File: config.mk
export PLATFORM = sky130hd
export DESIGN_NAME = serial_add_ctrl
export DESIGN_NICKNAME = d
export VERILOG_FILES = /design/src/rtl/serial_add_ctrl.sv
export SDC_FILE = /design/constraint.sdc
export NUM_CORES = 1
export LEC_CHECK = 0
export CAP_MARGIN = 20
export CELL_PAD_IN_SITES_DETAIL_PLACEMENT = 1
export CELL_PAD_IN_SITES_GLOBAL_PLACEMENT = 2
export CORE_UTILIZATION = 34
export DETAILED_ROUTE_END_ITERATION = 8
export GPL_ROUTABILITY_DRIVEN = 0
export HOLD_SLACK_MARGIN = 0.05
export PLACE_DENSITY = 0.77
export SETUP_SLACK_MARGIN = 0.5
export SLEW_MARGIN = 20
export SYNTH_ARGS = -nofsm -noshare
export SYNTH_HDL_FRONTEND = slang
export SYNTH_SLANG_ARGS = --single-unit
File: constraint.sdc
create_clock -name CLK -period 1.6 [get_ports CLK]
set_input_delay 0.4 -clock CLK [delete_from_list [all_inputs] [get_ports CLK]]
set_output_delay 0.4 -clock CLK [all_outputs]
set_load 0.02 [all_outputs]
File: src/rtl/serial_add_ctrl.sv
// Bit-serial add/subtract sequencer driving one shared external full-adder cell.
// Operands are fed LSB-first over WIDTH cycles; the result is reported with a DONE pulse.
module serial_add_ctrl #(
  parameter int WIDTH = 8
) (
  input  logic             CLK,
  input  logic             RST_N,
  input  logic             START,
  input  logic             SUB,
  input  logic [WIDTH-1:0] A,
  input  logic [WIDTH-1:0] B,
  output logic             FA_X0,
  output logic             FA_X1,
  output logic             FA_X2,
  input  logic             FA_F,
  input  logic             FA_COUT,
  output logic             BUSY,
  output logic             DONE,
  output logic [WIDTH-1:0] SUM,
  output logic             COUT,
  output logic             OVF
);

  localparam int CW = (WIDTH > 1) ? $clog2(WIDTH) : 1;
  localparam logic [CW-1:0] LAST = CW'(WIDTH - 1);

  typedef enum logic [1:0] {S_IDLE, S_RUN, S_FIN} state_t;

  state_t           r_state;
  state_t           w_next;
  logic [WIDTH-1:0] r_a_sh;
  logic [WIDTH-1:0] r_b_sh;
  logic [WIDTH-2:0] r_sum_sh;
  logic             r_carry;
  logic [CW-1:0]    r_cnt;
  logic [WIDTH-1:0] r_sum;
  logic             r_cout;
  logic             r_ovf;

  logic             w_run;
  logic             w_accept;
  logic             w_last;
  logic [WIDTH-1:0] w_sum_next;

  assign w_run      = (r_state == S_RUN);
  assign w_accept   = (r_state == S_IDLE) && START;
  assign w_last     = w_run && (r_cnt == LAST);
  assign w_sum_next = {FA_F, r_sum_sh};

  always_ff @(posedge CLK or negedge RST_N) begin
    if (!RST_N) r_state <= S_IDLE;
    else        r_state <= w_next;
  end

  always_comb begin
    w_next = r_state;
    BUSY   = 1'b0;
    DONE   = 1'b0;
    FA_X0  = 1'b0;
    FA_X1  = 1'b0;
    FA_X2  = 1'b0;
    case (r_state)
      S_IDLE: if (START) w_next = S_RUN;
      S_RUN: begin
        BUSY  = 1'b1;
        FA_X0 = r_a_sh[0];
        FA_X1 = r_b_sh[0];
        FA_X2 = r_carry;
        if (r_cnt == LAST) w_next = S_FIN;
      end
      S_FIN: begin
        BUSY   = 1'b1;
        DONE   = 1'b1;
        w_next = S_IDLE;
      end
      default: w_next = S_IDLE;
    endcase
  end

  // Subtraction is A + ~B + 1: invert B at load and seed the carry with SUB.
  always_ff @(posedge CLK or negedge RST_N) begin
    if (!RST_N) begin
      r_a_sh   <= '0;
      r_b_sh   <= '0;
      r_sum_sh <= '0;
      r_carry  <= 1'b0;
      r_cnt    <= '0;
      r_sum    <= '0;
      r_cout   <= 1'b0;
      r_ovf    <= 1'b0;
    end else if (w_accept) begin
      r_a_sh  <= A;
      r_b_sh  <= SUB ? ~B : B;
      r_carry <= SUB;
      r_cnt   <= '0;
    end else if (w_run) begin
      r_a_sh   <= {1'b0, r_a_sh[WIDTH-1:1]};
      r_b_sh   <= {1'b0, r_b_sh[WIDTH-1:1]};
      r_sum_sh <= w_sum_next[WIDTH-1:1];
      r_carry  <= FA_COUT;
      if (w_last) begin
        r_cnt  <= '0;
        r_sum  <= w_sum_next;
        r_cout <= FA_COUT;
        // Signed overflow: carry into the MSB differs from carry out of it.
        r_ovf  <= FA_COUT ^ r_carry;
      end else begin
        r_cnt <= r_cnt + 1'b1;
      end
    end
  end

  assign SUM  = r_sum;
  assign COUT = r_cout;
  assign OVF  = r_ovf;

endmodule
==> results_dict.tcl <==
set metrics [dict create \
    syn2layout_area_growth_pct 61.5 \
    global_route_wire_length_before_repair_um 7330 \
    floorplan.core_area_sq_um 5170 \
    vias 1361 \
    failed_checks "setup timing" \
    fmax_mhz 612 \
    combinationalPowerShare 0.551 \
    critical_path_required_ns 1.20 \
    synth_cell_types 25 \
    skew_ns 0.0130 \
    route.antenna.remaining_nets 0 \
    setup.worst_path.start_class "flop" \
    drive_gt1_frac 0.480 \
    critical_path.endpoint_type "output pin" \
    final_design_area_no_fill_sq_um 2990 \
    cpPeakStageDelay_ns 0.41 \
    timing.max_slew.rel_slack 0.819 \
    grt_use_total 0.178 \
    critical_path_peak_fanout 6 \
    dr.pass1.iters 3 \
    setup_viol 6 \
    hold_slack_ns 0.0694 \
    syn-cell-area_sq_um 1850 \
    clkSinkCount 39 \
    mappedNetlistNets 178 \
    max-cap-violations 0 \
    yosysSeqAreaShare 0.527 \
    p_int_mw 3.57 \
    chip_height_um 75.8 \
    slowest_stage "sky130_fd_sc_hd__dfrtp_1" \
    powerDensity_nw_per_um2 1820 \
    route.detailed.vias_per_inst 4.61 \
    switching_power_mw 1.86 \
    postPlaceCellArea_sq_um 2440 \
    floorplan.die_area_sq_um 5750 \
    synthesis.yosys.warnings 0 \
    ioPinCount 37 \
    critical_path_arrival_ns 1.23 \
    drc 0 \
    clock_transition_at_path_regs_ns 0.08 \
    final_util 0.578 \
    layout.nets 253 \
    drt_iter0_markers 16 \
    worstSkewPairLatency_ns 0.30 \
    hold_path_class "input port to async pin" \
    post_synth.cell_area_avg_sq_um 12.4 \
    cts-buffers-inserted 5 \
    clkPwrFrac 0.136 \
    fin_crit_sh 1.02 \
    vdd.ir_drop.worst_mv 0.664 \
    share_seq_of_total_power 0.313 \
    root_buffer "sky130_fd_sc_hd__clkbuf_8" \
    grt_total_ovfl 0 \
    switching_share 0.343 \
    floorplan.initialDensity 0.358 \
    run_status "finished with violations" \
    wl_per_cell_um 15.5 \
    route.final.wire_length_um 4580 \
    critical_path.cell_chain "inv_2 > ha_4 > and2_4 > buf_6" \
    cellLeakagePower_nw 1.38 \
    clock_tree_from_tritoncts "done" \
    hold_buffers 0 \
    final.setup.worst_slack_ns -0.0341 \
    number_of_global_route_vias_before_repair 1505 \
    timing_worst_slew_pin_value_ns 0.270 \
    hpwl_um 2950 \
    power_mw 5.43 \
    timing.setup.critical_path_class "flop to output pin" \
    ys_ff_latch 39 \
    synth_cells 149 \
    numPortBuffers 36 \
    grt_antenna_before_repair 0 \
    largest_net_degree_at_the_start_of_global_routing 40 \
    placementRows 26 \
    dieWidth_um 75.8 \
    grt_setup_unrepaired "true" \
    antenna_cells_inserted 0 \
    number_of_h_tree_levels 2 \
    final-max-slew-violation-count 0 \
    finalCriticalPeriod_ns 1.63 \
    clock_tree.buffer_depth 2 \
    timing.final.hold_violations 0 \
]
-- cells in the mapped netlist (all sizes together) --
cell / number / area share
a21oi: 19 / 0.053
a22oi: 1 / 0.0041
a31o: 1 / 0.0047
and2: 3 / 0.010
and2b: 1 / 0.0041
and3: 1 / 0.0034
buf: 8 / 0.030
dfrtp: 39 / 0.53
ha: 7 / 0.047
inv: 4 / 0.0081
mux2: 18 / 0.13
mux2i: 17 / 0.092
nand2: 2 / 0.0041
nand3: 2 / 0.0081
nor2: 15 / 0.030
o21ai: 2 / 0.0054
xnor2: 2 / 0.0095
xor2: 7 / 0.033
-- power by group through the flow --
stage	Clock (mW)	Sequential, mW	Combinational, mW
after floorplan	0	1.64	1.46
after global placement	0	1.64	2.00
after detailed placement	0	1.69	2.10
after CTS	0.764	1.67	2.83
after global routing	0.810	1.75	3.20
final	0.736	1.70	2.99
-- area by class of cell --
type / count / area [sq um]
fillers: 518 / 2180
multi-input cells: 98 / 988
flip-flops and latches: 39 / 977
repair buffers: 76 / 810
clock buffers: 8 / 100
well taps: 70 / 87.6
inverters: 4 / 27.5
-- worst max-delay path: cells and delay by family, from the launching register on --
kind | cells | cell delay [ns]
adder cells (fa/ha/maj) | 1 | 0.17
flip-flops | 1 | 0.41
buffers and inverters | 2 | 0.20
AND/OR/NAND/NOR | 1 | 0.15
-- through the flow --
step / TNS, ns / instances / setup slack (ns)
finish: -0.119 / 295 / -0.0341
CTS: -0.117 / 292 / -0.0335
detailed placement: -1.88 / 260 / -0.324
global placement: -1.51 / 260 / -0.308
global route: -0.457 / 295 / -0.0778
floorplan: 0 / 149 / 0.181
-- layer usage --
metal,part of all wire,track usage
met5,0,0
met4,0.014,0.0741
met3,0.033,0.0357
met2,0.55,0.325
met1,0.40,0.201
-- kinds of logic (layout without fill, tap and decap cells) --
family / Yosys count / in the layout / synth area share
adder cells (fa/ha/maj): 7 / 7 / 0.0473
flip-flops: 39 / 39 / 0.527
AO/OA/AOI/OAI: 23 / 23 / 0.0676
AND/OR/NAND/NOR: 24 / 24 / 0.0601
XOR/XNOR: 9 / 9 / 0.0426
multiplexers: 35 / 35 / 0.218
buffers and inverters: 12 / 88 / 0.0378
-- registers in the layout, summed over array words and instances, names as in the netlist --
name	cells
r_carry	1
OVF	1
r_state	2
r_a_sh	8
r_sum_sh	7
r_b_sh	8
r_cnt	3
COUT	1
SUM	8
-- final timing paths --
| check | start | endpoint | slack, ns | cells after the start |
|---|---|---|---|---|
| setup / recovery | r_state[1] | FA_X1 | -0.03 | 4 |
| hold / removal | RST_N | r_cnt[1] | 0.07 | 2 |
| setup reg to reg | r_state[0] | r_state[0] | 0 | 5 |
| hold reg to reg | r_b_sh[7] | r_b_sh[7] | 0.52 | 2 |
| max in group asynchronous | RST_N | SUM[7] | 1.32 | 2 |
| min in group CLK | r_b_sh[7] | r_b_sh[7] | 0.52 | 2 |
-- layout by cell type, fill, tap and decap left out, drive strengths merged --
cell type | synthesis | final
ha | 7 | 7
dfrtp | 39 | 39
mux2 | 18 | 18
inv | 4 | 3
xor2 | 7 | 7
a22oi | 1 | 1
clkdlybuf4s50 | 0 | 20
buf | 8 | 56
and3 | 1 | 1
mux2i | 17 | 17
and2b | 1 | 1
clkbuf | 0 | 8
clkinv | 0 | 1
and2 | 3 | 3
o21ai | 2 | 2
a21oi | 19 | 19
nor2 | 15 | 15
nand3 | 2 | 2
xnor2 | 2 | 2
nand2 | 2 | 2
a31o | 1 | 1
-- what timing repair did --
item | in CTS | in global routing
buffers inserted | 21 | 3
hold endpoints to repair | 0 | 0
cloned | 3 | 0
gates resized for setup | 124 | 12
setup endpoints to repair | 54 | 54
pin swaps | 12 | 9
Note: power is estimated with default switching activity, not from simulation.
